## src/rtl/seq_controller.sv

```systemverilog
// seq_controller: FETCH/WAIT/EXEC/WB instruction sequencer with HALT.
// Define CTRL_ILLEGAL_TRAP_EN to trap opcodes 1001/1110 into HALT.
module seq_controller #(
    parameter int INSTR_W     = 8,
    parameter int DATA_W      = 8,
    parameter int REG_AW      = 4,
    parameter int WAIT_CYCLES = 4
) (
    input  logic               clk,
    input  logic               reset,
    input  logic [INSTR_W-1:0] Instr,
    input  logic               Zero,
    input  logic               Carry,
    input  logic               resume,
    output logic               LoadIR,
    output logic               IncPC,
    output logic               SelPC,
    output logic               LoadPC,
    output logic               LoadReg,
    output logic               DumpReg,
    output logic               LoadAcc,
    output logic               DumpAcc,
    output logic               SelAcc0,
    output logic               SelAcc1,
    output logic [3:0]         SelALU,
    output logic [DATA_W-1:0]  ImmediateData,
    output logic [REG_AW-1:0]  RegNumber,
    output logic               alu_enable,
    output logic               halted,
    output logic               illegal
);

    localparam int OP_W  = INSTR_W - 4;
    localparam int EXT_W = (DATA_W > OP_W) ? DATA_W : OP_W;
    localparam logic [3:0] WAIT_INIT = 4'(WAIT_CYCLES);

    localparam logic [3:0] OP_ADD = 4'b0001;
    localparam logic [3:0] OP_SUB = 4'b0010;
    localparam logic [3:0] OP_NOR = 4'b0011;
    localparam logic [3:0] OP_LDR = 4'b0100;
    localparam logic [3:0] OP_STR = 4'b0101;
    localparam logic [3:0] OP_JZR = 4'b0110;
    localparam logic [3:0] OP_JZI = 4'b0111;
    localparam logic [3:0] OP_JCR = 4'b1000;
    localparam logic [3:0] OP_JCI = 4'b1010;
    localparam logic [3:0] OP_SHL = 4'b1011;
    localparam logic [3:0] OP_SHR = 4'b1100;
    localparam logic [3:0] OP_LDI = 4'b1101;
    localparam logic [3:0] OP_HLT = 4'b1111;

    typedef enum logic [2:0] {
        S_FPEND,
        S_FETCH,
        S_WAIT,
        S_EXEC,
        S_WB,
        S_HALT
    } state_t;

    state_t            state;
    logic [3:0]        wait_cnt;
    logic              halt_pend;

    logic [3:0]        opcode;
    logic [OP_W-1:0]   operand;
    logic [EXT_W-1:0]  op_ext;
    logic              go_exec;

    logic              d_dump_reg;
    logic              d_load_reg;
    logic              d_load_acc;
    logic              d_dump_acc;
    logic              d_acc0;
    logic              d_acc1;
    logic              d_alu;
    logic              d_load_pc;
    logic              d_sel_pc;
    logic              d_halt;
    logic              d_trap;
    logic [3:0]        d_alu_op;

    assign opcode  = Instr[INSTR_W-1 -: 4];
    assign operand = Instr[OP_W-1:0];
    assign op_ext  = EXT_W'(operand);

    assign go_exec = (state == S_FETCH && WAIT_CYCLES == 0) ||
                     (state == S_WAIT && wait_cnt == 4'd1);

`ifdef CTRL_ILLEGAL_TRAP_EN
    assign d_trap = (opcode == 4'b1001) || (opcode == 4'b1110);
`else
    assign d_trap = 1'b0;
`endif

    always_comb begin
        d_dump_reg = 1'b0;
        d_load_reg = 1'b0;
        d_load_acc = 1'b0;
        d_dump_acc = 1'b0;
        d_acc0     = 1'b0;
        d_acc1     = 1'b0;
        d_alu      = 1'b0;
        d_load_pc  = 1'b0;
        d_sel_pc   = 1'b0;
        d_halt     = 1'b0;
        d_alu_op   = 4'b0000;
        unique case (1'b1)
            (opcode == OP_ADD || opcode == OP_SUB || opcode == OP_NOR): begin
                d_dump_reg = 1'b1;
                d_load_acc = 1'b1;
                d_acc1     = 1'b1;
                d_alu      = 1'b1;
                d_alu_op   = opcode;
            end
            (opcode == OP_SHR || opcode == OP_SHL): begin
                d_load_acc = 1'b1;
                d_acc1     = 1'b1;
                d_alu      = 1'b1;
                d_alu_op   = (opcode == OP_SHR) ? 4'b1100 : 4'b1101;
            end
            (opcode == OP_LDR): begin
                d_dump_reg = 1'b1;
                d_load_acc = 1'b1;
                d_acc0     = 1'b1;
            end
            (opcode == OP_STR): begin
                d_load_reg = 1'b1;
                d_dump_acc = 1'b1;
            end
            (opcode == OP_LDI): d_load_acc = 1'b1;
            (opcode == OP_JZR): d_load_pc = Zero;
            (opcode == OP_JZI): begin
                d_load_pc = Zero;
                d_sel_pc  = Zero;
            end
            (opcode == OP_JCR): d_load_pc = Carry;
            (opcode == OP_JCI): begin
                d_load_pc = Carry;
                d_sel_pc  = Carry;
            end
            (opcode == OP_HLT): d_halt = 1'b1;
            default: ;
        endcase
    end

    always_ff @(posedge clk or negedge reset) begin
        if (!reset) begin
            state         <= S_FPEND;
            wait_cnt      <= WAIT_INIT;
            halt_pend     <= 1'b0;
            LoadIR        <= 1'b0;
            IncPC         <= 1'b0;
            SelPC         <= 1'b0;
            LoadPC        <= 1'b0;
            LoadReg       <= 1'b0;
            DumpReg       <= 1'b0;
            LoadAcc       <= 1'b0;
            DumpAcc       <= 1'b0;
            SelAcc0       <= 1'b0;
            SelAcc1       <= 1'b0;
            SelALU        <= '0;
            ImmediateData <= '0;
            RegNumber     <= '0;
            alu_enable    <= 1'b0;
            halted        <= 1'b0;
            illegal       <= 1'b0;
        end else begin
            LoadIR     <= 1'b0;
            IncPC      <= 1'b0;
            SelPC      <= 1'b0;
            LoadPC     <= 1'b0;
            LoadReg    <= 1'b0;
            DumpReg    <= 1'b0;
            LoadAcc    <= 1'b0;
            DumpAcc    <= 1'b0;
            SelAcc0    <= 1'b0;
            SelAcc1    <= 1'b0;
            SelALU     <= '0;
            alu_enable <= 1'b0;
            halted     <= 1'b0;
            unique case (state)
                S_FPEND, S_WB: begin
                    state  <= S_FETCH;
                    LoadIR <= 1'b1;
                end
                S_FETCH: begin
                    wait_cnt <= WAIT_INIT;
                    state    <= (WAIT_CYCLES == 0) ? S_EXEC : S_WAIT;
                end
                S_WAIT: begin
                    wait_cnt <= wait_cnt - 4'd1;
                    if (wait_cnt == 4'd1) state <= S_EXEC;
                end
                S_EXEC: begin
                    if (halt_pend) begin
                        state  <= S_HALT;
                        halted <= 1'b1;
                    end else begin
                        state <= S_WB;
                        // a taken jump already loaded the PC in EXEC
                        IncPC <= ~LoadPC;
                    end
                end
                S_HALT: begin
                    if (resume) begin
                        state <= S_WB;
                        IncPC <= 1'b1;
                    end else begin
                        halted <= 1'b1;
                    end
                end
                default: state <= S_FPEND;
            endcase
            if (go_exec) begin
                DumpReg       <= d_dump_reg;
                LoadReg       <= d_load_reg;
                LoadAcc       <= d_load_acc;
                DumpAcc       <= d_dump_acc;
                SelAcc0       <= d_acc0;
                SelAcc1       <= d_acc1;
                alu_enable    <= d_alu;
                SelALU        <= d_alu_op;
                LoadPC        <= d_load_pc;
                SelPC         <= d_sel_pc;
                RegNumber     <= operand[REG_AW-1:0];
                ImmediateData <= op_ext[DATA_W-1:0];
                halt_pend     <= d_halt | d_trap;
                illegal       <= illegal | d_trap;
            end
        end
    end

endmodule

```

## config.mk

```make
export PLATFORM = sky130hd
export DESIGN_NAME = seq_controller
export DESIGN_NICKNAME = d
export VERILOG_FILES = /design/src/rtl/seq_controller.sv
export SDC_FILE = /design/constraint.sdc
export NUM_CORES = 1
export LEC_CHECK = 0
export CAP_MARGIN = 30
export CORE_ASPECT_RATIO = 0.9
export CORE_MARGIN = 10
export CORE_UTILIZATION = 41
export DETAILED_ROUTE_END_ITERATION = 10
export PLACE_DENSITY = 0.86
export SLEW_MARGIN = 20
export SYNTH_ARGS = -nofsm -noshare
export SYNTH_HDL_FRONTEND = slang
export SYNTH_SLANG_ARGS = --single-unit
```

## constraint.sdc

```tcl
create_clock -name clk -period 1.3 [get_ports clk]
set_input_delay 0.26 -clock clk [delete_from_list [all_inputs] [get_ports clk]]
set_output_delay 0.26 -clock clk [all_outputs]
set_load 0.05 [all_outputs]
```

==> summary.md <==
| Metric | Value |
|---|---|
| Status | `finished with violations` |
| Failing checks | `setup timing` |
| Asr flop ratio synth | `100%` |
| Mapped Area | `approximately 1400 sq um` |
| CP Cell Sequence | `inv_2 > ha_4 > nor2b_4 > nand3_4 > mux2_4` |
| Initial Util | `about 44%` |
| VDD IR max | `1170 uV` |
| # H-tree levels | `1` |
| Vias post-DR | `between 1,000 and 1,500` |
| PortBufs | `36` |
| Period minus WS final | `around 1.4 ns` |
| DP HPWL | `2790 um` |
| WL per Instance | `19.3 um` |
| FF-to-FF path depth | `5` |
| CORE AREA | `between 3000 and 4000 sq um` |
| Finished Cell Area | `around 2300 sq um` |
| Setup CP Type | `reg2reg` |
| Most frequent cells after synthesis | `dfrtp_1 (25), buf_4 (11), o21ai_0 (9), buf_2 (6), nor2_1 (6)` |
| Maximum clock frequency | `693 MHz` |
| Static leakage | `between 1 and 1.5 nW` |
| Die Height | `around 75 um` |
| Iteration-0 DRC Markers | `81` |
| Rows | `19` |
| First-pass GRT wire length | `6090 um` |
| Post-DRT Antenna Nets | `0` |
| Crit path max fanout | `8` |
| Max Cap Viol | `0` |
| Residual DRC count | `0` |
| Crit-path leading delay family | `flip-flops` |
| Max Transition Viols Final | `0` |
| #FFs+latches synth | `26` |
| Synth Area per Inst | `between 10 and 15 sq um` |
| Initial antenna violation count | `0` |
| Flop2flop setup slack | `-0.14 ns` |
| Tcrit/Tclk final | `111%` |
| Most frequent cell after synthesis | `dfrtp_1` |
| Final hold vios | `0` |
| # IOs | `42` |
| Nets | `between 150 and 200` |
| All-Layer GR Usage | `about an eighth` |
| Die footprint | `between 6000 and 7000 sq um` |
| Synth cell types | `44` |
| Reg2reg end | `ImmediateData[1]` |
| Clock-pin slew on the worst setup and hold paths | `0.10 ns` |
| Area contributors post-synth | `dfrtp_1 (46%), buf_4 (6.1%), mux2_2 (4.2%)` |
| Number of warnings issued by yosys | `0` |
| Top cell type's share of synthesized area | `a little under half` |
| Setup violators final | `17` |
| CTS Buf Count | `3` |
| Post-synthesis cell count | `~120` |
| CTS tree | `built` |
| Cell taking the most area after synthesis | `dfrtp_1` |
| Setup slack after layout | `-0.143 ns` |
| Vias/cell | `around 5.3` |
| WP data required | `roughly 1.5 ns` |
| Crit path largest cell delay | `about 0.4 ns` |
| Die Wd | `80.6 um` |
| Worst path arrival time | `roughly 1.6 ns` |
| Count of buffer and inverter cells on the critical path | `1` |
| Hold_buf cts | `0` |
| Most used DFF post-synth | `dfrtp_1` |
| Cell Pwr Density | `about 2000 nW/um^2` |
| Layout cells sized above 1 | `48.6%` |
| CP Capture Type | `flop` |
| Overflow after GRT | `0` |
| Final Skew | `between 0.01 and 0.015 ns` |
| CTS max path bufs | `2` |
| Layout Utilization | `roughly three quarters` |
| N_diodes | `0` |
| Clock sinks | `26` |
| Worst hold path class | `in2async` |
| Routability Congestion | `about 0.91` |
| Vias in the first global route | `roughly 1,200` |
| Root buf cell | `clkbuf_8` |
| Slowest-stage cell, CP | `dfrtp_1` |
| Post-DP Area | `2070 sq um` |
| Clk Latency, worst-skew pair | `0.28 ns` |
| P&R area growth vs syn | `73.0%` |
| Total power | `~4.8 mW` |
| Pre-Repair DR Iteration Count | `4` |
| DRT Wirelength | `roughly 4300 um` |
| Pin count of the biggest net entering global routing | `27` |
| RSZ-0062 raised after global routing | `true` |
| Number of enable flip-flop cells after synthesis | `0` |
| Sequential fraction of the synthesis area | `48.1%` |
| Critical R2R Launch | `wait_cnt[1]` |
| CP startpoint kind | `flop` |
-- registers in the layout, indices dropped and copies added (netlist names) --
register       count
IncPC              1
SelAcc0            1
LoadPC             1
wait_cnt           4
DumpReg            1
SelPC              1
ImmediateData      4
LoadIR             1
alu_enable         1
halt_pend          1
halted             1
state              3
DumpAcc            1
LoadAcc            1
SelALU             4
-- final cells by class --
| type | instances | area, sq um |
|---|---|---|
| fill | 189 | 769 |
| multi-input combinational | 79 | 693 |
| timing repair buffer | 69 | 880 |
| clock buffer | 4 | 45.0 |
| tap | 42 | 52.6 |
| inverter | 5 | 21.3 |
| sequential | 26 | 653 |
-- power breakdown --
part	internal, mW	total (mW)	switching (mW)
combinational	1.47	2.95	1.48
clock	0.220	0.485	0.265
sequential	1.03	1.34	0.309
total	2.72	4.77	2.05
-- layout by cell type (no fill, tap or decap), types with 2 or more instances in the layout --
master	synthesis	final
nor4_4	1	2
o21ai_0	9	6
clkbuf_8	0	3
buf_12	0	25
conb_1	1	5
nand2_1	2	2
o21ai_1	0	3
inv_2	1	2
buf_4	11	28
dlymetal6s2s_1	0	2
nand2b_1	5	4
nor3b_2	0	3
clkdlybuf4s50_1	0	9
or3_1	2	2
nor2_1	6	5
nor3_4	1	4
a21oi_1	4	3
nor2b_1	4	4
a2bb2oi_1	2	2
buf_6	1	4
ha_4	0	2
mux2_2	5	4
inv_1	4	2
a31oi_1	2	2
dfrtp_1	25	24
nand3_4	1	2
and2_1	2	2
-- worst reg2reg max path, delay by kind of cell, from the launching register on --
family,cells,cell delay (ns)
adders and majority gates,1,0.12
buffers and inverters,1,0.09
DFF,1,0.40
muxes,1,0.35
and+or+nand+nor,2,0.38
-- cells by family (layout without fill, tap and decap cells) --
group                    Yosys count  count (layout)  synth area share (%)
AO/OA/AOI/OAI                     25              25                  12.3
XOR/XNOR                           2               2                  1.29
adder cells (fa/ha/maj)            2               2                  1.85
buffers and inverters             23              78                  10.5
flip-flops                        26              26                  48.1
multiplexers                       6               6                  4.89
other                              1               5                 0.277
AND/OR/NAND/NOR                   38              39                  20.8
-- per-stage QoR --
step           hold WS, ns  std cells  setup TNS [ns]  worst slack, ns
2_1_floorplan      -0.0356        127               0          0.00395
3_3_place_gp         0.553        208           -2.24           -0.238
3_5_place_dp         0.557        208           -3.51           -0.399
4_1_cts              0.352        216           -1.10           -0.128
5_1_grt              0.359        225           -2.70           -0.279
6_report             0.331        225           -1.40           -0.143
-- routing by layer --
metal	part of all wire, %	GRT usage (%)	vias up
met5	0	0	-
met4	1.8	5.66	0
met3	5.3	3.98	8
met2	55	24.1	43
met1	38	13.2	601
li1	-	-	539
-- worst max-delay path by stage --
stage	slack [ns]	start	end	cells past startpoint
2_1_floorplan	0.004	wait_cnt[1]	SelAcc0	6
3_3_place_gp	-0.24	Instr[5]	LoadAcc	3
3_5_place_dp	-0.40	Instr[5]	LoadAcc	3
4_1_cts	-0.13	wait_cnt[1]	ImmediateData[1]	5
5_1_grt	-0.28	wait_cnt[1]	DumpAcc	5
6_report	-0.14	wait_cnt[1]	ImmediateData[1]	5
-- repair_timing --
action	4_1_cts	5_1_grt
setup endpoints to repair	17	22
buffers inserted	3	10
pin swaps	1	8
gates cloned	1	0
resized for setup	7	24
Note: power is estimated with default switching activity, not from simulation.
